$ cat src/rtl/dpll_loop_filter.sv
// PI loop filter for the DPLL: signed phase error in, saturated unsigned VCO control word out.
// Two-stage pipeline with an ACQUIRE/TRACK lock detector that selects boosted or nominal gains.
module dpll_loop_filter #(
    parameter int unsigned CTRL_W              = 20,
    parameter int unsigned ERR_W               = 12,
    parameter logic [CTRL_W-1:0] CTRL_INIT     = 20'h80000,
    parameter int unsigned KP                  = 64,
    parameter int unsigned KI                  = 4,
    parameter int unsigned FRAC                = 4,
    parameter int unsigned ACQ_SHIFT           = 2,
    parameter int unsigned LOCK_TOL            = 8,
    parameter int unsigned LOCK_CNT            = 16,
    parameter int unsigned UNLOCK_CNT          = 4
) (
    input  logic                    clk,
    input  logic                    rst_n,
    input  logic signed [ERR_W-1:0] phase_err,
    input  logic                    err_valid,
    input  logic                    freeze,
    input  logic                    clear,
    output logic [CTRL_W-1:0]       dig_ctrl_voltage,
    output logic                    ctrl_valid,
    output logic                    locked
);

    localparam int unsigned SUM_W = CTRL_W + ERR_W + 8;
    localparam int unsigned CNT_W = $clog2(LOCK_CNT + UNLOCK_CNT + 1);

    localparam logic signed [SUM_W-1:0] INIT_S    = $signed({{(SUM_W-CTRL_W){1'b0}}, CTRL_INIT});
    localparam logic signed [SUM_W-1:0] MAX_S     = $signed({{(SUM_W-CTRL_W){1'b0}}, {CTRL_W{1'b1}}});
    localparam logic signed [SUM_W-1:0] INTEG_MIN = -INIT_S;
    localparam logic signed [SUM_W-1:0] INTEG_MAX = MAX_S - INIT_S;
    localparam logic signed [SUM_W-1:0] KP_S      = SUM_W'(KP);
    localparam logic signed [SUM_W-1:0] KI_S      = SUM_W'(KI);
    localparam logic signed [SUM_W-1:0] TOL_S     = SUM_W'(LOCK_TOL);
    localparam logic [CNT_W-1:0]        LOCK_C    = CNT_W'(LOCK_CNT);
    localparam logic [CNT_W-1:0]        UNLOCK_C  = CNT_W'(UNLOCK_CNT);

    typedef enum logic {
        ACQUIRE,
        TRACK
    } state_t;

    state_t                  state, state_next;
    logic [CNT_W-1:0]        cnt, cnt_next, cnt_inc;
    logic                    accept;
    logic signed [SUM_W-1:0] err_s, err_abs;
    logic signed [SUM_W-1:0] p_raw, i_raw, p_term, i_term;
    logic signed [SUM_W-1:0] integ, integ_sum, integ_next, p_reg;
    logic signed [SUM_W-1:0] ctrl_sum;
    logic                    in_tol;
    logic                    s1_valid, s1_clr, clear_d;

    assign accept  = err_valid & ~freeze & ~clear;
    assign err_s   = $signed({{(SUM_W-ERR_W){phase_err[ERR_W-1]}}, phase_err});
    assign err_abs = err_s[SUM_W-1] ? -err_s : err_s;
    assign in_tol  = (err_abs <= TOL_S);
    assign cnt_inc = cnt + 1'b1;

    // Gain mode follows the state before this sample's lock update.
    always_comb begin
        p_raw  = (err_s * KP_S) >>> FRAC;
        i_raw  = (err_s * KI_S) >>> FRAC;
        p_term = p_raw;
        i_term = i_raw;
        if (state == ACQUIRE) begin
            p_term = p_raw <<< ACQ_SHIFT;
            i_term = i_raw <<< ACQ_SHIFT;
        end
        integ_sum  = integ + i_term;
        integ_next = integ_sum;
        if (integ_sum < INTEG_MIN) begin
            integ_next = INTEG_MIN;
        end else if (integ_sum > INTEG_MAX) begin
            integ_next = INTEG_MAX;
        end
    end

    always_comb begin
        state_next = state;
        cnt_next   = cnt;
        if (clear) begin
            state_next = ACQUIRE;
            cnt_next   = '0;
        end else if (accept) begin
            case (state)
                ACQUIRE: begin
                    if (!in_tol) begin
                        cnt_next = '0;
                    end else if (cnt_inc == LOCK_C) begin
                        state_next = TRACK;
                        cnt_next   = '0;
                    end else begin
                        cnt_next = cnt_inc;
                    end
                end
                TRACK: begin
                    if (in_tol) begin
                        cnt_next = '0;
                    end else if (cnt_inc == UNLOCK_C) begin
                        state_next = ACQUIRE;
                        cnt_next   = '0;
                    end else begin
                        cnt_next = cnt_inc;
                    end
                end
                default: begin
                    state_next = ACQUIRE;
                    cnt_next   = '0;
                end
            endcase
        end
    end

    always_ff @(posedge clk or negedge rst_n) begin
        if (!rst_n) begin
            state <= ACQUIRE;
            cnt   <= '0;
        end else begin
            state <= state_next;
            cnt   <= cnt_next;
        end
    end

    assign locked = (state == TRACK);

    // Stage 1: integrator update and proportional term capture.
    always_ff @(posedge clk or negedge rst_n) begin
        if (!rst_n) begin
            integ    <= '0;
            p_reg    <= '0;
            s1_valid <= 1'b0;
            s1_clr   <= 1'b0;
            clear_d  <= 1'b0;
        end else begin
            clear_d  <= clear;
            s1_clr   <= clear & ~clear_d;
            s1_valid <= accept;
            if (clear) begin
                integ <= '0;
                p_reg <= '0;
            end else if (accept) begin
                integ <= integ_next;
                p_reg <= p_term;
            end
        end
    end

    assign ctrl_sum = INIT_S + p_reg + integ;

    // Stage 2: output saturation; a clear edge discards the sample still in stage 1.
    always_ff @(posedge clk or negedge rst_n) begin
        if (!rst_n) begin
            dig_ctrl_voltage <= CTRL_INIT;
            ctrl_valid       <= 1'b0;
        end else begin
            ctrl_valid <= 1'b0;
            if (s1_clr) begin
                dig_ctrl_voltage <= CTRL_INIT;
                ctrl_valid       <= 1'b1;
            end else if (s1_valid && !clear) begin
                ctrl_valid <= 1'b1;
                if (ctrl_sum < 0) begin
                    dig_ctrl_voltage <= '0;
                end else if (ctrl_sum > MAX_S) begin
                    dig_ctrl_voltage <= '1;
                end else begin
                    dig_ctrl_voltage <= ctrl_sum[CTRL_W-1:0];
                end
            end
        end
    end

endmodule

$ cat config.mk
export PLATFORM = sky130hd
export DESIGN_NAME = dpll_loop_filter
export DESIGN_NICKNAME = d
export VERILOG_FILES = /design/src/rtl/dpll_loop_filter.sv
export SDC_FILE = /design/constraint.sdc
export NUM_CORES = 1
export LEC_CHECK = 0
export BUFFER_PORTS_ARGS = -buffer_cell sky130_fd_sc_hd__buf_4
export CORE_MARGIN = 4
export CORE_UTILIZATION = 58
export DETAILED_ROUTE_END_ITERATION = 6
export GPL_TIMING_DRIVEN = 0
export PLACE_DENSITY = 0.76
export SLEW_MARGIN = 25
export SYNTH_ARGS = -nofsm -noshare
export SYNTH_HDL_FRONTEND = slang
export SYNTH_SLANG_ARGS = --single-unit
$ cat constraint.sdc
create_clock -name clk -period 13.4 [get_ports clk]
set_input_delay 1.34 -clock clk [delete_from_list [all_inputs] [get_ports clk]]
set_output_delay 1.34 -clock clk [all_outputs]
set_load 0.02 [all_outputs]
## Word-level counts from Yosys, hierarchy flattened

Cells that the tools add are included.

- Equal/unequal tests: 2
- Muxes and demuxes: 29
- Reductions and logical operators: 4
- Order comparisons: 5
- Multipliers: 0
- Shift-type cells: 0
- $add $sub $neg: 5
- Bitwise gates (word level): 7
- Divide/modulo/power cells: 0

Operator list:

| operator | number |
|---|---|
| 40-bit 2-to-1 mux | 7 |
| 20-bit 2-to-1 mux | 4 |
| 21-bit by 40-bit adder with 40-bit output (first input constant) | 1 |
| 40-bit by 12-bit adder with 40-bit output | 1 |
| 40-bit adder | 1 |
| 40-bit by 20-bit greater-than comparator with 1-bit output (second input constant) | 1 |
| 40-bit by 21-bit greater-than comparator with 1-bit output (second input constant) | 1 |
| 40-bit by 5-bit <= comparator with 1-bit output (second input constant) | 1 |
| 40-bit by 1-bit < comparator with 1-bit output (second input constant) | 1 |
| 40-bit by 20-bit < comparator with 1-bit output (second input constant) | 1 |
| 12-bit negator with 40-bit output | 1 |
| 5-bit 2-to-1 mux | 6 |
| 15-bit 2-to-1 mux | 1 |
| 11-bit 2-to-1 mux | 1 |
| 5-bit one-hot mux with 2 select lines | 1 |
| 1-bit 2-to-1 mux | 8 |
| 5-bit by 1-bit adder with 5-bit output (second input constant) | 1 |
| 5-bit by 3-bit equality test with 1-bit output (second input constant) | 1 |
| 5-bit equality test (second input constant) | 1 |
| 1-bit NOT | 4 |
| 2-bit nonzero test | 2 |
| 1-bit bitwise AND | 3 |
| 1-bit one-hot mux with 2 select lines | 1 |
| 1-bit logical AND | 1 |
| 1-bit logical NOT | 1 |

- Memories kept: 0
- Bits in writable memories: 0
- Bits in latches: 0
- Bits of input ports: 17
- Bits in registers: 110
- Memory bits (read-only): 0

## Depth between registers and ports, before layout

- Word-level depth: 7
- Depth in mapped cells: 19

## Least setup slack after synthesis

OpenSTA, ideal clock, no wires.

- Path kind: in2reg
- Start: input port phase_err[3]
- End: register integ[1]
- Arrival: 4720 ps
- Setup time: 82 ps
- Stages on the path: 15
- Setup slack: 8598 ps
- Path through: clkbuf_1 > mux2_2 > ha_1 > o211ai_1 > o21bai_2 > o211ai_2 > and3_2 > a21oi_2 > mux2i_1 > nand3_1 > or4b_4 > nor4_2 > a41oi_2 > buf_6 > a22oi_2

- Word-level cells in the longest chain between the ends: 7

Ends and longest elaborated chain:

| element | line | text |
|---|---|---|
| start: declaration | 17 | `input logic signed [ERR_W-1:0] phase_err,` |
| 11-bit 2-to-1 mux (*) | 66 | `if (state == ACQUIRE) begin` |
| 40-bit by 12-bit adder with 40-bit output (*) | 70 | `integ_sum = integ + i_term;` |
| 40-bit by 20-bit greater-than comparator with 1-bit output | 74 | `end else if (integ_sum > INTEG_MAX) begin` |
| 40-bit 2-to-1 mux | 74 |  |
| 40-bit 2-to-1 mux (*) | 72 | `if (integ_sum < INTEG_MIN) begin` |
| 40-bit 2-to-1 mux (*) | 142 | `end else if (accept) begin` |
| 40-bit 2-to-1 mux (*) | 139 | `if (clear) begin` |
| end signal: assignment | 143 | `integ <= integ_next;` |
| end: declaration | 49 | `logic signed [SUM_W-1:0] integ, integ_sum, integ_next, p_reg;` |

Mark *: on every way between the ends. The rest lies on a longest branch, timed or not. The select of a mux whose other input is x is not followed.
A chain may end at the register's enable or synchronous reset.

## Worst setup path in the final report

- Start: input port phase_err[11]
- End: register integ[7]

- Word-level cells in the longest chain between the ends: 7

Ends and longest elaborated chain:

| element | line |
|---|---|
| 11-bit 2-to-1 mux | 66 |
| 40-bit by 12-bit adder with 40-bit output (*) | 70 |
| 40-bit by 20-bit greater-than comparator with 1-bit output | 74 |
| 40-bit 2-to-1 mux | 74 |
| 40-bit 2-to-1 mux (*) | 72 |
| 40-bit 2-to-1 mux (*) | 142 |
| 40-bit 2-to-1 mux (*) | 139 |

Marks and branches as above.

==> flow_metrics.tcl <==
set metrics [dict create \
    outcome "finished clean" \
    final-hold-violation-count 0 \
    p_leak_nw 4.88 \
    place_area_mm2 0.00968 \
    cts_made_buffers 9 \
    wl_per_cell_um 17.6 \
    worstHoldPathCells 1 \
    top_usage_layer "met2" \
    yosys.area.top_type "dfrtp_1" \
    die_w_um 133 \
    met1_usage 0.361 \
    place_congestion 0.956 \
    final_area_mm2 0.00999 \
    synth_top_area_frac 0.228 \
    rows 45 \
    crit_type "in2reg" \
    crit_fanout 29 \
    grt_overflow_total 0 \
    drv_cap 0 \
    first_pass_iters 7 \
    cts_setup_buffers 0 \
    finalMaxSlewViolations 0 \
    yosys-top-cells-area "dfrtp_1 (23%), ha_1 (16%), a21oi_1 (6.3%)" \
    dr.first_iter.drc_count 477 \
    grt_usage 0.274 \
    largest_reg_flops 40 \
    root_buffer "clkbuf_16" \
    skew_ps 9.20 \
    antenna_found_initial 0 \
    die_h_um 133 \
    crit_path_end_kind "flop" \
    setup-violations-final 0 \
    holdCritPathClass "reg2reg" \
    via_count 8626 \
    yosysSeqAreaShare 0.231 \
    avgSynthCellArea_um2 8.18 \
    clock-sinks 84 \
    cts_resized 0 \
    syn_area_mm2 0.00912 \
    clock_latency_ps 340 \
    antenna_cells 0 \
    p_total_mw 0.872 \
    vias_per_cell 6.26 \
    h-tree-depth 3 \
    crit_arrival_ps 6130 \
    period_share 0.441 \
    ant_nets 0 \
    layout-drive-gt1-share 0.104 \
    yosysUniqueCellTypes 84 \
    ys.flop_type "dfrtp_1" \
    layout_common_cells "nand2_1 (137), a21oi_1 (115), ha_1 (114)" \
    relSlewSlack 0.318 \
    reg2regPathDepth 17 \
    grt_util_met2 0.456 \
    synth_edf_count 0 \
    clk_transition_reported_paths_ps 70 \
    grt_max_degree 44 \
    drt-total-wl_um 24200 \
    hold_buffers 0 \
    hold_ws_ps 413 \
    cts_tree "yes" \
    rsz0062_at_grt "no" \
    start_util 0.595 \
    grt_use_met3 0.0378 \
    vdd_drop_max_mv 0.0895 \
    drc 0 \
    final_common_cell "nand2_1" \
    final_util 0.653 \
    pin_count 39 \
    start_kind "input port" \
    yosysWarnings 0 \
    dp_hpwl_um 19100 \
    synth_seq_cells 84 \
    post-route-min-period_ps 5910 \
    grt_pass1_vias 8172 \
    fmax_mhz 169 \
    tns_ps 0 \
    grt_pass1_wl_um 40200 \
    die_area_mm2 0.0178 \
    synthArstFlopShare 1.00 \
    core_mm2 0.0153 \
    synthCells 1114 \
    nNetsFinal 1296 \
    power_density_mw_per_mm2 87.3 \
    clk_path_buf_depth 2 \
    syn_to_final_growth_pct 9.62 \
    synth_fp_nets 1247 \
    worst_slew_pin_slew_ps 997 \
    required_ps 13620 \
    place.port_buffers 37 \
]
==> final cells by class <==
| class | count | area, um2 |
|---|---|---|
| Tap cell | 211 | 264 |
| Sequential cell | 84 | 2100 |
| Inverter | 40 | 150 |
| Fill cell | 1367 | 5320 |
| Buffer | 50 | 239 |
| Clock inverter | 6 | 76.3 |
| Clock buffer | 10 | 239 |
| Timing Repair Buffer | 38 | 298 |
| Multi-Input combinational cell | 940 | 6630 |
==> final timing paths <==
kind,start,endpoint,slack (ps)
worst max-delay path,phase_err[11],integ[7],7490
worst min-delay path,clear_d,s1_clr,410
worst max register to register,locked,integ[1],8010
worst min register to register,clear_d,s1_clr,410
max in group asynchronous,rst_n,dig_ctrl_voltage[19],11720
min in group asynchronous,rst_n,cnt[2],980
==> through the flow <==
stage / std cells / setup WS, ps
finish: 1379 / 7490
global route: 1379 / 7070
CTS: 1379 / 7530
detailed placement: 1363 / 7200
global placement: 1362 / 7320
floorplan: 1114 / 8600
==> Yosys cell counts (all sizes together), types with 15 or more instances <==
cell and number:
ha 114, a21o 54, o21bai 15, xor2 23, nor3 25, a21oi 118
nand3 16, clkbuf 32, nand2 138, a22oi 15, xnor2 46, buf 18
inv 39, o21ai 74, nand4 25, o21a 18, a32oi 18, nor2 65
dfrtp 83
==> metal layers <==
metal | share of wire | vias to the layer above
li1 | - | 4277
met1 | 0.45 | 4051
met2 | 0.47 | 239
met3 | 0.042 | 59
met4 | 0.040 | 0
met5 | 0 | -
==> kinds of logic after synthesis <==
family	after synthesis	share of synthesized area
compound gates	404	0.307
simple gates	337	0.176
fa+ha+maj	116	0.161
buf+inv	90	0.0427
flops	84	0.231
xor+xnor	69	0.0663
mux	14	0.0166
==> where the power goes <==
group	switching, mW	leakage, nW	internal, mW
sequential	0.0213	1.14	0.271
combinational	0.196	3.58	0.120
clock	0.111	0.156	0.153
total	0.328	4.88	0.544
==> worst max-delay path: stages <==
cell      delay (ps)
buf_4            310
clkbuf_1         430
nand2_1          120
o21ai_0          230
ha_1             330
buf_2            160
a21oi_1          170
o21ai_0          140
a22oi_1          180
nand3_1          260
o21ai_0          410
a31oi_1          200
mux2i_1          210
and2_1           140
clkbuf_1         390
nor2_1           170
a41oi_2          550
buf_6            260
a22oi_2           90
Note: power is estimated with default switching activity, not from simulation.
